===== config.mk =====
export PLATFORM = sky130hd
export DESIGN_NAME = ifu_axi_rd_bridge
export DESIGN_NICKNAME = d
export VERILOG_FILES = /design/src/rtl/ifu_axi_rd_bridge.sv
export SDC_FILE = /design/constraint.sdc
export NUM_CORES = 1
export LEC_CHECK = 0
export BUFFER_PORTS_ARGS = -buffer_cell sky130_fd_sc_hd__buf_4
export CAP_MARGIN = 20
export CORE_UTILIZATION = 25
export DETAILED_ROUTE_END_ITERATION = 12
export PLACE_DENSITY = 0.45
export SLEW_MARGIN = 20
export SYNTH_ARGS = -nofsm -noshare
export SYNTH_HDL_FRONTEND = slang
export SYNTH_SLANG_ARGS = --single-unit

===== constraint.sdc =====
create_clock -name clk -period 2.3 [get_ports clk]
set_input_delay 0.46 -clock clk [delete_from_list [all_inputs] [get_ports clk]]
set_output_delay 0.46 -clock clk [all_outputs]
set_load 0.005 [all_outputs]

===== src/rtl/ifu_axi_rd_bridge.sv =====
// Fetch-side single-beat AXI4 read bridge: one outstanding request, beat held until fetch takes it.
// Reports bus errors, timeouts and misaligned requests through rx_resp_err.
module ifu_axi_rd_bridge #(
  parameter logic [3:0] AXI_ID  = 4'h0,
  parameter int         TIMEOUT = 1023,
  parameter int         CNT_W   = 10
) (
  input  logic        clk,
  input  logic        rst_n,
  input  logic        rx_r_valid_i,
  output logic        rx_r_ready_o,
  input  logic [63:0] rx_r_addr_i,
  input  logic [7:0]  rx_r_size_i,
  output logic [63:0] rx_data_read_o,
  output logic        rx_data_valid,
  input  logic        rx_data_ready,
  output logic        rx_resp_err,
  output logic        axi_arvalid,
  input  logic        axi_arready,
  output logic [63:0] axi_araddr,
  output logic [2:0]  axi_arsize,
  output logic [7:0]  axi_arlen,
  output logic [1:0]  axi_arburst,
  output logic [3:0]  axi_arid,
  input  logic        axi_rvalid,
  output logic        axi_rready,
  input  logic [63:0] axi_rdata,
  input  logic [1:0]  axi_rresp,
  input  logic        axi_rlast,
  input  logic [3:0]  axi_rid
);

  // state | meaning
  // IDLE  | waiting for a fetch address
  // ADDR  | AR offered (or misaligned request being turned into an error completion)
  // RDATA | waiting for the R beat, timeout counter running
  // HOLD  | completion presented to fetch until rx_data_ready
  typedef enum logic [1:0] {IDLE, ADDR, RDATA, HOLD} state_e;

  localparam logic [CNT_W-1:0] TO_LAST = CNT_W'(TIMEOUT - 1);

  state_e            state_q, state_d;
  logic [63:0]       araddr_q, araddr_d;
  logic [2:0]        arsize_q, arsize_d;
  logic              misalign_q, misalign_d;
  logic [63:0]       data_q, data_d;
  logic              err_q, err_d;
  logic              valid_q, valid_d;
  logic              sink_q, sink_d;
  logic [CNT_W-1:0]  cnt_q, cnt_d;
  logic [2:0]        req_size;
  logic [2:0]        low_mask;
  logic              timed_out;

  always_comb begin
    case (rx_r_size_i)
      8'h01:   req_size = 3'd0;
      8'h03:   req_size = 3'd1;
      8'h0F:   req_size = 3'd2;
      default: req_size = 3'd3;
    endcase
    case (req_size)
      3'd0:    low_mask = 3'b000;
      3'd1:    low_mask = 3'b001;
      3'd2:    low_mask = 3'b011;
      default: low_mask = 3'b111;
    endcase
  end

  assign timed_out = (TIMEOUT != 0) && (cnt_q == TO_LAST);

  always_comb begin
    state_d    = state_q;
    araddr_d   = araddr_q;
    arsize_d   = arsize_q;
    misalign_d = misalign_q;
    data_d     = data_q;
    err_d      = err_q;
    valid_d    = valid_q;
    sink_d     = sink_q;
    cnt_d      = cnt_q;

    // A stale beat from a timed-out read is swallowed wherever it shows up.
    if (sink_q && axi_rvalid) sink_d = 1'b0;

    case (state_q)
      IDLE: begin
        if (rx_r_valid_i) begin
          araddr_d   = {rx_r_addr_i[63:3], rx_r_addr_i[2:0] & ~low_mask};
          arsize_d   = req_size;
          misalign_d = |(rx_r_addr_i[2:0] & low_mask);
          state_d    = ADDR;
        end
      end
      ADDR: begin
        if (misalign_q) begin
          data_d     = '0;
          err_d      = 1'b1;
          valid_d    = 1'b1;
          misalign_d = 1'b0;
          state_d    = HOLD;
        end else if (axi_arready) begin
          cnt_d   = '0;
          state_d = RDATA;
        end
      end
      RDATA: begin
        cnt_d = cnt_q + 1'b1;
        if (axi_rvalid && !sink_q) begin
          data_d  = axi_rdata;
          err_d   = (axi_rresp != 2'b00) || !axi_rlast || (axi_rid != AXI_ID);
          valid_d = 1'b1;
          state_d = HOLD;
        end else if (timed_out) begin
          data_d  = '0;
          err_d   = 1'b1;
          valid_d = 1'b1;
          sink_d  = 1'b1;
          state_d = HOLD;
        end
      end
      HOLD: begin
        if (rx_data_ready) begin
          valid_d = 1'b0;
          state_d = IDLE;
        end
      end
      default: state_d = IDLE;
    endcase
  end

  always_ff @(posedge clk or negedge rst_n) begin
    if (!rst_n) begin
      state_q    <= IDLE;
      araddr_q   <= '0;
      arsize_q   <= '0;
      misalign_q <= 1'b0;
      data_q     <= '0;
      err_q      <= 1'b0;
      valid_q    <= 1'b0;
      sink_q     <= 1'b0;
      cnt_q      <= '0;
    end else begin
      state_q    <= state_d;
      araddr_q   <= araddr_d;
      arsize_q   <= arsize_d;
      misalign_q <= misalign_d;
      data_q     <= data_d;
      err_q      <= err_d;
      valid_q    <= valid_d;
      sink_q     <= sink_d;
      cnt_q      <= cnt_d;
    end
  end

  assign rx_r_ready_o   = (state_q == IDLE);
  assign rx_data_read_o = data_q;
  assign rx_data_valid  = valid_q;
  assign rx_resp_err    = err_q;
  assign axi_arvalid    = (state_q == ADDR) && !misalign_q;
  assign axi_araddr     = araddr_q;
  assign axi_arsize     = arsize_q;
  assign axi_arlen      = 8'h00;
  assign axi_arburst    = 2'b01;
  assign axi_arid       = AXI_ID;
  assign axi_rready     = (state_q == RDATA) || sink_q;

endmodule


==> reports/qor.tcl, run 1 <==
set qor(status) {completed}
set qor(grt_first_pass_wirelength_um) 29200
set qor(post_cts_resized) 0
set qor(final_hold_viol_count) 0
set qor(layout.cell_area.non_filler_um2) 9670
set qor(hpwlAfterDp_um) 13400
set qor(period_share) 0.926
set qor(postSynthRegisterBits) 146
set qor(finalSetupViolCount) 0
set qor(timing.critical_path.fanout_max) 14
set qor(cellInternalPower_w) 0.00819
set qor(post_synth_main_area_contributors) {dfrtp_1 55%, mux2_2 10%, o21ai_2 6.6%}
set qor(cts_num_sinks) 146
set qor(psw_w) 0.00495
set qor(synth_area_per_cell_um2) 11.5
set qor(synth_warnings) 0
set qor(avgRoutedWirePerCell_um) 15.9
set qor(switching_share) 0.377
set qor(grt_max_degree) 66
set qor(drv_cap) 0
set qor(route.detailed.drc) 0
set qor(vdd_ir_drop_max_uv) 866
set qor(cellLeakagePower_nw) 4.59
set qor(cell_taking_the_most_area_after_synthesis) {dfrtp_1}
set qor(hp-class) {in -> reg}
set qor(via_count) 5262
set qor(fp-row-count) 59
set qor(die_y_um) 164
set qor(maxSlewViolCount) 0
set qor(floorplan.io_pins) 299
set qor(sequential_power_share) 0.335
set qor(cts-root-buf) {clkbuf_16}
set qor(clk_latency_ps) 420
set qor(endpoint_kind) {primary output}
set qor(syn_inst) 571
set qor(starting_density_of_the_core) 0.254
set qor(core_area_um2) 26000
set qor(synth.distinct_cells) 44
set qor(grt_remaining_overflow) 0
set qor(grt_antenna_before_repair) 0
set qor(worst_ep_arrival_time_ps) 1670
set qor(setup_skew_ps) 13.1
set qor(final.min_clock_period_ps) 2130
set qor(syn-cell-area_um2) 6590
set qor(drt-total-wl_um) 19100
set qor(synth_ff_type) {dfrtp_1}
set qor(via_count_of_the_first_global_routing_pass) 5240
set qor(power_frac_clock) 0.207
set qor(combinationalPowerShare) 0.458
set qor(diodes) 0
set qor(placement.io_buffers) 283
set qor(layout_net_count) 1010
set qor(route.detailed.vias_per_inst) 4.38
set qor(yosys.cell_count.top_type) {dfrtp_1}
set qor(most_numerous_cell_types_in_the_synthesized_netlist) {146 x dfrtp_1, 77 x inv_1, 66 x nand4_1, 61 x mux2_2, 50 x o21ai_2}
set qor(post-layout-total-power_w) 0.0131
set qor(holdWs_ps) 246
set qor(synth_top_cell_area_share) 0.554
set qor(setup.worst_path.start_class) {register}
set qor(detailedRoute.firstPassIterationCount) 4
set qor(die_x_um) 164
set qor(gp_congestion) 0.768
set qor(syn2layout_area_growth_pct) 46.8
set qor(cts_post_setup_buffers_inserted) 0
set qor(fmax_mhz) 470
set qor(clkSlewWorstSetupHoldPaths_ps) 70
set qor(drive_gt1_frac) 0.527
set qor(power_density_of_the_placed_cells_nw_per_um2) 1360
set qor(number_of_flops_mapped_to_enable_cells_by_yosys) 0
set qor(cts_tree) {built}
set qor(drtIter0Drc) 201
set qor(cts_hold_buf) 1
set qor(fp.dieArea_um2) 27000
set qor(r2r_setup_slk_ps) 330
set qor(seq_area_frac_synth) 0.554
set qor(cts_htree_levels) 4
set qor(setup-tns-final_ps) 0
set qor(numCtsBuffers) 17
set qor(drtAntennaViolNets) 0
set qor(grtUsageTotal) 0.142
set qor(critPathRequiredTime_ps) 1840
set qor(path_class) {reg -> out}
set qor(clk_path_buf_depth) 2
set qor(placed_area_um2) 9100
set qor(async_reset_ff_frac) 1.00
set qor(layout.filler_cells) 2686
set qor(grt_setup_unrepaired) {false}
-- path summary, 6_finish.rpt --
path	from	cells past startpoint	end
setup / recovery	state_q[0]	4	axi_rready
hold / removal	axi_rvalid	2	sink_q
setup reg to reg	state_q[1]	7	cnt_q[6]
hold reg to reg	axi_araddr[2]	2	axi_araddr[2]
max in group asynchronous	rst_n	3	rx_data_read_o[38]
min in group asynchronous	rst_n	2	rx_data_read_o[53]
-- worst max-delay path: stages (launching register included) --
cell	delay (ps)
dfrtp_1	380
inv_1	110
ha_2	300
or2_2	320
buf_4	140
-- per-layer routing --
metal | GRT usage | vias to the layer above | routed length, µm
met5 | 0 | - | 0
met4 | 0.0400 | 0 | 248
li1 | - | 2511 | -
met2 | 0.228 | 163 | 9560
met1 | 0.178 | 2572 | 7940
met3 | 0.0520 | 16 | 1360
-- cells by family (layout without fill, tap and decap cells) --
family,after synthesis,after routing,synth area share
xor+xnor,1,1,0.00133
fa+ha+maj,7,7,0.0133
compound gates,101,101,0.115
flops,146,146,0.554
other cells,2,15,0.00114
simple gates,122,122,0.110
buf+inv,130,413,0.0989
mux,62,62,0.106
-- power by group through the flow --
stage / clock [W] / combinational (W) / sequential (W)
global placement: 0 / 0.00622 / 0.00444
detailed placement: 0 / 0.00619 / 0.00444
CTS: 0.00283 / 0.00620 / 0.00442
floorplan: 0 / 0.00328 / 0.00447
finish: 0.00272 / 0.00601 / 0.00441
global route: 0.00293 / 0.00663 / 0.00457
-- sequential cells by signal (all words and copies together), names as in the netlist --
signal	flops
axi_araddr	64
rx_data_read_o	64
cnt_q	10
axi_arsize	2
state_q	2
misalign_q	1
rx_data_valid	1
rx_resp_err	1
sink_q	1
-- metrics by stage --
stage	util	std cells	setup WS [ps]
after floorplan	-	584	555
after global placement	0.350	1169	302
after detailed placement	0.350	1169	296
after CTS	0.372	1202	118
after global routing	0.372	1202	39.7
final	0.372	1202	170
-- cells in the final DEF (no fill, tap or decap), types with 3 or more instances in the layout --
cell,Yosys,layout
nand2b_1,5,5
nand2_1,16,15
conb_1,2,15
ha_1,7,6
o21ai_0,27,27
or4b_2,3,3
nand3_1,11,11
clkbuf_16,0,17
clkinv_4,0,3
a211oi_1,3,3
inv_6,0,7
dfrtp_1,146,146
inv_1,77,77
buf_12,6,8
nor2_1,4,4
a21oi_1,7,6
o21ai_2,50,50
or3_1,3,3
mux2_2,61,61
buf_4,15,294
nand4_1,66,66
-- cell type report --
class / count / area [µm²] / share of cell area
clock buffer: 17 / 425 / 0.0440
inverter: 77 / 289 / 0.0299
tap: 335 / 419 / 0.0433
sequential: 146 / 3650 / 0.378
multi-input combinational: 308 / 2360 / 0.244
timing repair buffer: 304 / 2390 / 0.247
clock inverter: 15 / 139 / 0.0144
(Power assumes the default switching activity.)
==> run 2, diff against run 1 <==
Settings changed: CORE_UTILIZATION 25 to 45, PLACE_DENSITY 0.45 to 0.74.
==> run 2 against run 1 <==
Clock-buffer cell count up 6. Largest power group unchanged. First-iteration DRC count is 17% higher. Critical path depth did not move. Utilization grew 29 points. Final area shrank 3.2%. Critical path type unchanged. Highest routed layer unchanged. Routed wire length shrank 4.3%.
==> reports/qor.tcl, run 2 (synthesis gave the netlist of run 1 again) <==
set qor(status) {completed}
set qor(drtAntennaViolNets) 0
set qor(power_frac_clock) 0.195
set qor(post_cts_resized) 0
set qor(clk_latency_ps) 420
set qor(cellLeakagePower_nw) 4.54
set qor(vdd_ir_drop_max_uv) 1130
set qor(placed_area_um2) 8820
set qor(floorplan.io_pins) 299
set qor(setup-tns-final_ps) 0
set qor(die_y_um) 123
set qor(syn2layout_area_growth_pct) 42.0
set qor(drive_gt1_frac) 0.519
set qor(cts_htree_levels) 4
set qor(period_share) 0.930
set qor(cellInternalPower_w) 0.00820
set qor(die_x_um) 123
set qor(endpoint_kind) {primary output}
set qor(power_density_of_the_placed_cells_nw_per_um2) 1380
set qor(grt_remaining_overflow) 0
set qor(fp-row-count) 43
set qor(gp_congestion) 0.865
set qor(psw_w) 0.00469
set qor(combinationalPowerShare) 0.458
set qor(grt_antenna_before_repair) 0
set qor(drtIter0Drc) 236
set qor(route.detailed.vias_per_inst) 5.15
set qor(timing.critical_path.fanout_max) 12
set qor(core_area_um2) 14100
set qor(worst_ep_arrival_time_ps) 1680
set qor(cts_post_setup_buffers_inserted) 0
set qor(grt_first_pass_wirelength_um) 28000
set qor(relSlewSlack) 0.534
set qor(post-layout-total-power_w) 0.0129
set qor(layout.cell_area.non_filler_um2) 9360
set qor(sequential_power_share) 0.347
set qor(cts_num_sinks) 146
set qor(via_count_of_the_first_global_routing_pass) 5481
set qor(worst-slew-pin-transition_ps) 699
set qor(hp-class) {in -> reg}
set qor(cp_slowest_cell) {dfrtp_1}
set qor(cts-root-buf) {clkbuf_16}
set qor(route.detailed.drc) 0
set qor(placement_stage_worst_setup_slack_ps) 287
set qor(drv_cap) 0
set qor(fp.dieArea_um2) 15100
set qor(hpwlAfterDp_um) 13500
set qor(numCtsBuffers) 17
set qor(clk_path_buf_depth) 2
set qor(cts_tree) {built}
set qor(setup_skew_ps) 7.29
set qor(fmax_mhz) 467
set qor(path_class) {reg -> out}
set qor(drt-total-wl_um) 18300
set qor(r2r_setup_slk_ps) 250
set qor(path_cells) {inv_1 > ha_2 > or2_2 > buf_4}
set qor(critPathRequiredTime_ps) 1840
set qor(grt_setup_unrepaired) {false}
set qor(starting_density_of_the_core) 0.468
set qor(setup.worst_path.start_class) {register}
set qor(switching_share) 0.364
set qor(via_count) 5356
set qor(layout_net_count) 1006
set qor(placement.io_buffers) 283
set qor(maxSlewViolCount) 0
set qor(grt_max_degree) 66
set qor(final.min_clock_period_ps) 2140
set qor(final_cell_mix) {294 x buf_4, 146 x dfrtp_1, 77 x inv_1, 66 x nand4_1, 61 x mux2_2}
set qor(detailedRoute.firstPassIterationCount) 5
set qor(clkSlewWorstSetupHoldPaths_ps) 50
set qor(layout.filler_cells) 1078
set qor(diodes) 0
set qor(final_hold_viol_count) 0
set qor(finalSetupViolCount) 0
set qor(critical-path-max-stage-delay_ps) 380
set qor(most_common_cell_after_layout_fill_and_taps_aside) {buf_4}
set qor(postLayoutSetupSlackWorst_ps) 161
set qor(avgRoutedWirePerCell_um) 17.6
set qor(grtUsageTotal) 0.244
run 2: changes by cell type in the layout (fill, tap and decap cells not counted), sizes merged:
| cell | before | now |
|---|---|---|
| bufinv | 0 | 1 |
| buf | 303 | 299 |
| clkinvlp | 1 | 0 |
| inv | 86 | 77 |
| clkbuf | 17 | 23 |
run 2: power by group through the flow:
stage / logic (W) / registers (W) / clock network [W]
detailed placement: 0.00596 / 0.00447 / 0
CTS: 0.00597 / 0.00447 / 0.00256
finish: 0.00590 / 0.00447 / 0.00252
global placement: 0.00579 / 0.00441 / 0
floorplan: 0.00328 / 0.00447 / 0
global route: 0.00639 / 0.00461 / 0.00266
run 2: layout make-up:
cell class | instances | area (µm²) | area share
clock buffers | 23 | 468 | 0.0500
clock inverters | 6 | 58.8 | 0.00628
inverters | 77 | 289 | 0.0309
multi-input cells | 308 | 2360 | 0.252
flip-flops and latches | 146 | 3650 | 0.390
well taps | 180 | 225 | 0.0241
repair buffers | 300 | 2310 | 0.247
run 2: through the flow:
step	instances	utilization	hold slack (ps)
after floorplan	584	-	164
after global placement	1010	0.626	431
after detailed placement	1010	0.626	442
after CTS	1040	0.664	245
after global routing	1040	0.664	245
final	1040	0.664	255
run 2: path summary, 6_finish.rpt:
kind,from,endpoint,depth (start not counted)
worst max-delay path,state_q[0],axi_rready,4
worst min-delay path,axi_rvalid,sink_q,2
worst max register to register,state_q[1],cnt_q[6],7
worst min register to register,axi_araddr[2],axi_araddr[2],2
max in group asynchronous,rst_n,axi_araddr[39],3
min in group asynchronous,rst_n,rx_data_read_o[11],2
run 2: critical path: cells and delay by family (launching register included):
family	cells	cell delay (ps)
flops	1	380
simple gates	1	320
fa+ha+maj	1	300
buf+inv	2	260
run 2: metal layers:
layer,global-route usage,up-vias,wire length [µm]
li1,-,2493,-
met1,0.277,2619,6890
met2,0.419,201,9560
met3,0.0849,43,1290
met4,0.100,0,551
met5,0,-,0
run 2: timing repair:
| action | in CTS | in global routing |
|---|---|---|
| endpoints found under the hold margin | 12 | 0 |
| hold buffers | 1 | 0 |
| endpoints found under the setup margin | 0 | 0 |
